## src/rtl/mem_port_arbiter.sv

```systemverilog
// Shares one memory request port between instruction fetch (IF) and data memory (DM).
// Responses come back in order and are routed to their owner through an owner-ID FIFO.
module mem_port_arbiter #(
  parameter int ADDR_W          = 32,
  parameter int DATA_W          = 32,
  parameter int MAX_OUTSTANDING = 4,
  parameter int STARVE_LIMIT    = 4
) (
  input  logic                               clk,
  input  logic                               reset,
  input  logic                               if_req_valid,
  output logic                               if_req_ready,
  input  logic [ADDR_W-1:0]                  if_req_addr,
  output logic                               if_rsp_valid,
  output logic [DATA_W-1:0]                  if_rsp_data,
  input  logic                               dm_req_valid,
  output logic                               dm_req_ready,
  input  logic [ADDR_W-1:0]                  dm_req_addr,
  input  logic [DATA_W-1:0]                  dm_req_wdata,
  input  logic [DATA_W/8-1:0]                dm_req_be,
  output logic                               dm_rsp_valid,
  output logic [DATA_W-1:0]                  dm_rsp_data,
  output logic                               mem_req_valid,
  input  logic                               mem_req_ready,
  output logic [ADDR_W-1:0]                  mem_req_addr,
  output logic [DATA_W-1:0]                  mem_req_wdata,
  output logic [DATA_W/8-1:0]                mem_req_be,
  input  logic                               mem_rsp_valid,
  input  logic [DATA_W-1:0]                  mem_rsp_data,
  output logic [$clog2(MAX_OUTSTANDING):0]   outstanding,
  output logic                               rsp_error
);

  localparam int PTR_W = $clog2(MAX_OUTSTANDING);
  localparam int CNT_W = PTR_W + 1;
  localparam int SC_W  = $clog2(STARVE_LIMIT + 1);

  typedef enum logic [1:0] {LOCK_NONE, LOCK_IF, LOCK_DM} lock_t;

  lock_t            lock_q, lock_d;
  logic [SC_W-1:0]  starve_q;
  logic [CNT_W-1:0] count_q;
  logic [PTR_W-1:0] wr_ptr_q, rd_ptr_q;
  logic             owner_q [MAX_OUTSTANDING];

  logic sel_dm, sel_valid, full, empty, grant_ok;
  logic push, pop, if_hs, dm_hs;

  assign full  = (count_q == CNT_W'(MAX_OUTSTANDING));
  assign empty = (count_q == '0);

  always_comb begin
    sel_dm = 1'b0;
    unique case (lock_q)
      LOCK_IF: sel_dm = 1'b0;
      LOCK_DM: sel_dm = 1'b1;
      default: begin
        if ((starve_q == SC_W'(STARVE_LIMIT)) && if_req_valid) sel_dm = 1'b0;
        else                                                   sel_dm = dm_req_valid;
      end
    endcase
  end

  // Request-side outputs are forced to their idle values while reset is held.
  assign sel_valid     = sel_dm ? dm_req_valid : if_req_valid;
  assign mem_req_valid = reset && sel_valid && !full;
  assign grant_ok      = reset && mem_req_ready && !full;
  assign if_req_ready  = grant_ok && !sel_dm;
  assign dm_req_ready  = grant_ok && sel_dm;

  assign push  = mem_req_valid && mem_req_ready;
  assign if_hs = push && !sel_dm;
  assign dm_hs = push && sel_dm;
  assign pop   = reset && mem_rsp_valid && !empty;

  always_comb begin
    mem_req_addr  = '0;
    mem_req_wdata = '0;
    mem_req_be    = '0;
    if (mem_req_valid) begin
      if (sel_dm) begin
        mem_req_addr  = dm_req_addr;
        mem_req_wdata = dm_req_wdata;
        mem_req_be    = dm_req_be;
      end else begin
        mem_req_addr  = if_req_addr;
      end
    end
  end

  always_comb begin
    lock_d = lock_q;
    if (mem_req_valid && !mem_req_ready) lock_d = sel_dm ? LOCK_DM : LOCK_IF;
    else                                 lock_d = LOCK_NONE;
  end

  always_ff @(posedge clk or negedge reset) begin
    if (!reset) lock_q <= LOCK_NONE;
    else        lock_q <= lock_d;
  end

  always_ff @(posedge clk or negedge reset) begin
    if (!reset) begin
      starve_q <= '0;
    end else if (!if_req_valid || if_hs) begin
      starve_q <= '0;
    end else if (dm_hs && (starve_q != SC_W'(STARVE_LIMIT))) begin
      starve_q <= starve_q + SC_W'(1);
    end
  end

  always_ff @(posedge clk or negedge reset) begin
    if (!reset) begin
      count_q   <= '0;
      wr_ptr_q  <= '0;
      rd_ptr_q  <= '0;
      rsp_error <= 1'b0;
    end else begin
      if (push) wr_ptr_q <= wr_ptr_q + PTR_W'(1);
      if (pop)  rd_ptr_q <= rd_ptr_q + PTR_W'(1);
      unique case ({push, pop})
        2'b10:   count_q <= count_q + CNT_W'(1);
        2'b01:   count_q <= count_q - CNT_W'(1);
        default: count_q <= count_q;
      endcase
      if (mem_rsp_valid && empty) rsp_error <= 1'b1;
    end
  end

  always_ff @(posedge clk) begin
    if (push) owner_q[wr_ptr_q] <= sel_dm;
  end

  assign if_rsp_valid = pop && !owner_q[rd_ptr_q];
  assign dm_rsp_valid = pop && owner_q[rd_ptr_q];
  assign if_rsp_data  = mem_rsp_data;
  assign dm_rsp_data  = mem_rsp_data;
  assign outstanding  = count_q;

endmodule

```

## config.mk

```make
export PLATFORM = sky130hd
export DESIGN_NAME = mem_port_arbiter
export DESIGN_NICKNAME = d
export VERILOG_FILES = /design/src/rtl/mem_port_arbiter.sv
export SDC_FILE = /design/constraint.sdc
export NUM_CORES = 1
export LEC_CHECK = 0
export CAP_MARGIN = 10
export CORE_AREA = 2 2 109 111
export CTS_CLUSTER_DIAMETER = 40
export CTS_CLUSTER_SIZE = 20
export DETAILED_ROUTE_END_ITERATION = 10
export DIE_AREA = 0 0 111 113
export PLACE_DENSITY = 0.62
export SETUP_SLACK_MARGIN = 0.05
export SLEW_MARGIN = 25
export SYNTH_ARGS = -nofsm -noshare
export SYNTH_HDL_FRONTEND = slang
export SYNTH_SLANG_ARGS = --single-unit
```

## constraint.sdc

```tcl
create_clock -name clk -period 4.02 [get_ports clk]
set_input_delay 0.402 -clock clk [delete_from_list [all_inputs] [get_ports clk]]
set_output_delay 0.402 -clock clk [all_outputs]
set_load 0.005 [all_outputs]
```

==> flow_metrics.tcl, run 1 <==
set metrics [dict create \
    outcome "complete, no violations" \
    syn-num-nets 448 \
    power.density_nw_per_um2 300 \
    drt-wirelength-per-cell_um 15.3 \
    dieArea_um2 12500 \
    drive_gt1_share_pct 4.56 \
    worst_slew_pin_slew_ns 0.526 \
    die_w_um 111 \
    gr-total-overflow 0 \
    grt_usage_pct 12.5 \
    clock_skew_ns 0.00297 \
    cp_common_cell "clkdlybuf4s50_1" \
    ant_nets 0 \
    register_area_um2 445 \
    h-tree-depth 1 \
    grt_antenna_before_repair 0 \
    synth_warnings 0 \
    hold_class "input port to asynchronous set/reset pin" \
    synth_xor_area_share_pct 2.41 \
    core_um2 11300 \
    finalWirelength_um 8570 \
    fin_crit_ns 3.10 \
    post-route-period-util_pct 77.2 \
    slew_headroom_pct 65.0 \
    yosysTopAreaCell "buf_4" \
    post_cts_buffers 0 \
    fin_setup_tns_ns 0 \
    setup_viol 0 \
    arrival_ns 2.70 \
    first_pass_iters 4 \
    avgSynthCellArea_um2 7.24 \
    synth-simple-area-share_pct 29.6 \
    crit_start "if_req_valid" \
    via_count 2300 \
    syn_inst 301 \
    drc 0 \
    maxSlewViolCount 0 \
    rrSetupSlack_ns 1.45 \
    synth.area.mux_share_pct 1.55 \
    cts-resized-gates 0 \
    grt_pass1_vias 2311 \
    multi_input_area_um2 1110 \
    ys_seq_area_share_pct 20.4 \
    cp_slowest_cell "clkdlybuf4s50_1" \
    hold_viol 0 \
    io_pins 279 \
    synth_area_um2 2180 \
    synth_cell_types 39 \
    num_rows 39 \
    via_per_inst 4.11 \
    irDropWorstVdd_mv 0.427 \
    critPathKind "input port to output port" \
    synthTopCellsByCount "69 x nand2_1, 65 x buf_4, 41 x and2_1, 33 x a21oi_1, 14 x inv_1" \
    clkLatencyLatePin_ns 0.25 \
    placed_cells 556 \
    synth_top_family_by_area "simple AND/OR/NAND/NOR gates" \
    cts_tree "yes" \
    hpwl_um 7070 \
    stdcell_count 560 \
    synth-edff-count 4 \
    crit_path_end_kind "output port" \
    drt_iter0_drc 74 \
    crit_chain "clkdlybuf4s50_1 > nand3_1 > a31oi_4 > buf_4 > nand2_1 > a21oi_1 > clkdlybuf4s50_1" \
    crit_path_start_kind "input port" \
    start_util_pct 19.3 \
    r2r-start "lock_q[1]" \
    clk_path_buf_depth 2 \
    diodes 0 \
    path_max_fanout 14 \
    critical-path-max-stage-delay_ns 0.58 \
    cts.sinks 17 \
    fillers 1195 \
    maxCapViolCount 0 \
    clkSlewWorstSetupHoldPaths_ns 0.05 \
    synth_fa_ha_area_share_pct 5.51 \
    power_leakage_nw 1.48 \
    grt_max_degree 37 \
    cts_buffers 3 \
    holdBufCountCts 0 \
    synthArstFlopShare_pct 76.5 \
    yosysMostFrequentCell "nand2_1" \
    io_buffers 182 \
    synth_seq_cells 17 \
    die_height_um 113 \
    syn2layout_area_growth_pct 72.0 \
    grt_pass1_wl_um 12800 \
    synth_compound_area_share_pct 11.9 \
    fin_nets 565 \
    clockRootBuffer "clkbuf_16" \
    holdWs_ns 0.476 \
    yosysTopAreaCellShare_pct 22.4 \
    synth.area.top_cells "buf_4 22%, dfrtp_1 15%, nand2_1 12%, and2_1 12%, a21oi_1 7.6%" \
    synth_ff_type "dfrtp_1" \
    critPathRequiredTime_ns 3.62 \
    place_congestion 0.866 \
    timing.fmax_mhz 322 \
    rsz0062_at_grt "no" \
]
[kinds of logic (layout without fill, tap and decap cells)]
group	count (synthesis)	in the layout
AND/OR/NAND/NOR	130	130
flip-flops	17	17
AO/OA/AOI/OAI	45	45
multiplexers	2	2
XOR/XNOR	6	6
adder cells (fa/ha/maj)	9	9
buffers and inverters	92	208
[power breakdown]
part	leakage (nW)	internal, W	switching, W
Clock	0.0371	0.000134	0.0000662
Combinational	1.25	0.000390	0.000270
Sequential	0.197	0.000223	0.0000425
Total	1.48	0.000747	0.000378
[critical path, delay by kind of cell]
family                 cells  cell delay [ns]
AOI/OAI and AO/OA          2             0.66
buffers and inverters      3             1.39
and+or+nand+nor            2             0.24
[placed cells by master (no fill, tap or decap), drive strengths merged, types with 6 or more instances in the layout]
cell / Yosys / routed
a21oi: 33 / 33
and2: 41 / 41
buf: 74 / 7
clkdlybuf4s50: 0 / 182
dfrtp: 13 / 13
ha: 8 / 8
inv: 15 / 15
nand2: 69 / 69
nor2: 6 / 6
[path summary, 6_finish.rpt]
kind	end	depth (start not counted)
max	mem_req_addr[0]	7
min in group clk	rsp_error	1
max in group asynchronous	lock_q[0]	2
min	starve_q[0]	2
max reg2reg	outstanding[2]	11
min reg2reg	rsp_error	1
[flip-flops by register name (all words and copies together), names as in the netlist]
| name | count |
|---|---|
| starve_q | 3 |
| wr_ptr_q | 2 |
| rsp_error | 1 |
| owner_q | 4 |
| outstanding | 3 |
| lock_q | 2 |
| rd_ptr_q | 2 |
[through the flow]
stage               instance area (um2)  utilization [%]  power (W)  setup WS, ns
floorplan                          2180                -   0.000608          1.64
global placement                   3670             32.5   0.000917         0.986
detailed placement                 3670             32.5   0.000934         0.922
CTS                                3750             33.3    0.00114         0.904
global route                       3750             33.3    0.00121         0.730
finish                             3750             33.3    0.00112         0.917
[layer usage]
metal | global-route usage (%) | vias to the layer above | wire (um)
met5 | 0 | - | 0
met3 | 5.95 | 14 | 1010
li1 | - | 1118 | -
met4 | 2.17 | 0 | 115
met1 | 15.9 | 1030 | 3640
met2 | 19.8 | 138 | 3810
[cell type report]
cell class              instances  share of cell area [%]
clock inverters                 1                   0.200
clock buffers                   3                    2.00
multi-input cells             192                    29.6
repair buffers                189                    50.0
flip-flops and latches         17                    11.9
inverters                      15                    1.50
well taps                     143                    4.77
No activity file was read; power rests on OpenSTA's default activity.
==> inputs of run 2 (changes only) <==
--- a/config.mk
+++ b/config.mk
@@ -6,12 +6,12 @@
 export NUM_CORES = 1
 export LEC_CHECK = 0
 export CAP_MARGIN = 10
-export CORE_AREA = 2 2 109 111
+export CORE_AREA = 2 2 110 112
 export CTS_CLUSTER_DIAMETER = 40
 export CTS_CLUSTER_SIZE = 20
 export DETAILED_ROUTE_END_ITERATION = 10
-export DIE_AREA = 0 0 111 113
-export PLACE_DENSITY = 0.62
+export DIE_AREA = 0 0 112 114
+export PLACE_DENSITY = 0.61
 export SETUP_SLACK_MARGIN = 0.05
 export SLEW_MARGIN = 25
 export SYNTH_ARGS = -nofsm -noshare
==> constraint.sdc (replaced) <==
create_clock -name clk -period 2.96 [get_ports clk]
set_input_delay 0.296 -clock clk [delete_from_list [all_inputs] [get_ports clk]]
set_output_delay 0.296 -clock clk [all_outputs]
set_load 0.005 [all_outputs]
==> run 2 against run 1 <==
Compared with the run above: hold slack worse by 0.16 ns; total power is 37% higher; sequential share of layout area is 0.17 points lower; count of clock-buffer cells in the layout is 1 higher; sequential cell count stayed put; register-to-register slack worse by 1.0 ns; die area is 1.8% higher.
==> flow_metrics.tcl, run 2 (synthesis gave the netlist of run 1 again) <==
set metrics [dict create \
    outcome "complete, no violations" \
    drive_gt1_share_pct 5.48 \
    place_congestion 0.855 \
    crit_start "lock_q[0]" \
    maxCapViolCount 0 \
    maxSlewViolCount 0 \
    clockRootBuffer "clkbuf_16" \
    io_pins 279 \
    setup_viol 0 \
    hold_class "input port to asynchronous set/reset pin" \
    die_height_um 114 \
    hold_viol 0 \
    clock_skew_ns 0.00106 \
    fin_crit_ns 2.74 \
    grt_pass1_vias 2309 \
    cts_buffers 3 \
    rrSetupSlack_ns 0.42 \
    drc 0 \
    critPathKind "flop to output port" \
    drt_iter0_drc 79 \
    core_um2 11700 \
    num_rows 40 \
    rsz0062_at_grt "no" \
    finalWirelength_um 8080 \
    endpoint "mem_req_addr[23]" \
    crit_cells 8 \
    post-route-period-util_pct 92.4 \
    path_max_fanout 32 \
    gr-total-overflow 0 \
    cts.sinks 17 \
    grt_max_degree 37 \
    crit_path_start_kind "flop" \
    power_leakage_nw 1.51 \
    first_pass_iters 4 \
    cp_slowest_cell "clkdlybuf4s50_1" \
    cts_tree "yes" \
    slew_headroom_pct 78.0 \
    holdBufCountCts 0 \
    placed_cells 563 \
    drt-wirelength-per-cell_um 14.3 \
    hpwl_um 6580 \
    diodes 0 \
    final_cell_mix "182 x clkdlybuf4s50_1, 69 x nand2_1, 41 x and2_1" \
    ant_nets 0 \
    largest-register "owner_q" \
    stdcell_count 567 \
    h-tree-depth 1 \
    critPathBufInv 3 \
    io_buffers 182 \
    r2r-start "lock_q[0]" \
    final_common_cell "clkdlybuf4s50_1" \
    via_per_inst 4.06 \
    grt_antenna_before_repair 0 \
    timing.fmax_mhz 366 \
    irDropWorstVdd_mv 0.452 \
    via_count 2303 \
    start_util_pct 18.6 \
    arrival_ns 2.44 \
    syn2layout_area_growth_pct 74.5 \
    critPathRequiredTime_ns 2.66 \
    worst-r2r-cell-count 12 \
    crit_family "buffers and inverters" \
    clkLatencyLatePin_ns 0.24 \
    worst_slew_pin_slew_ns 0.329 \
    crit_chain "inv_1 > ha_1 > or3b_1 > o21ai_2 > or2_4 > buf_12 > a21oi_1 > clkdlybuf4s50_1" \
    clkSlewWorstSetupHoldPaths_ns 0.05 \
    crit_path_end_kind "output port" \
    power.density_nw_per_um2 407 \
    dieArea_um2 12800 \
    r2r-end "outstanding[2]" \
    grt_usage_pct 11.6 \
    fin_nets 568 \
    clk_path_buf_depth 2 \
    fin_setup_tns_ns 0 \
    critical-path-max-stage-delay_ns 0.46 \
    largest_reg_flops 4 \
    grt_pass1_wl_um 12200 \
    die_w_um 112 \
]
-- run 2: metal layers --
metal  part of all wire [%]  vias to the layer above  GRT usage (%)
met5                      0                        -              0
met4                   0.71                        0           2.28
met1                     43                     1041           15.2
li1                       -                     1124              -
met2                     47                      132           19.3
met3                    9.6                        6           3.51
-- run 2: worst min path at each step --
stage	end	slack, ns
3_5_place_dp	rd_ptr_q[1]	0.48
6_report	starve_q[2]	0.32
2_1_floorplan	lock_q[0]	0.0004
5_1_grt	starve_q[2]	0.33
3_3_place_gp	rd_ptr_q[1]	0.48
4_1_cts	starve_q[2]	0.33
-- run 2: power breakdown --
group          leakage (nW)  switching [W]  total, W  internal, W
clock network        0.0382      0.0000806  0.000263     0.000182
registers             0.197      0.0000556  0.000358     0.000303
logic                  1.27       0.000373  0.000925     0.000552
total                  1.51       0.000509   0.00155      0.00104
-- run 2: cell type report --
class / count / area [um2]
repair buffers: 192 / 1920
multi-input cells: 192 / 1120
fillers: 1230 / 7910
clock buffers: 4 / 78.8
inverters: 15 / 56.3
flip-flops and latches: 17 / 445
well taps: 147 / 184
-- run 2: timing repair --
action                                  in CTS  in global routing
endpoints found under the setup margin       0                 30
gates resized for setup                      0                  2
buffers inserted                             0                  0
-- run 2: worst reg2reg max path, cell delays in order, from the launching register on --
cell     delay (ns)
dfrtp_1        0.32
inv_1          0.04
ha_1           0.36
or3b_1         0.45
o21ai_2        0.11
nor2_2         0.08
inv_1          0.06
ha_1           0.18
inv_1          0.07
fa_1           0.37
xor2_1         0.15
nor2_1         0.11
xor2_1         0.16
-- run 2: per-stage QoR --
step	setup WS [ns]	hold slack [ns]	instance area [um2]	power (W)	util, %
after global placement	0.267	0.477	3720	0.00127	31.8
after global routing	0.0920	0.332	3800	0.00167	32.5
after detailed placement	0.278	0.482	3720	0.00129	31.8
after floorplan	0.583	0.000409	2180	0.000826	-
after CTS	0.0959	0.332	3800	0.00157	32.4
final	0.225	0.319	3800	0.00155	32.5
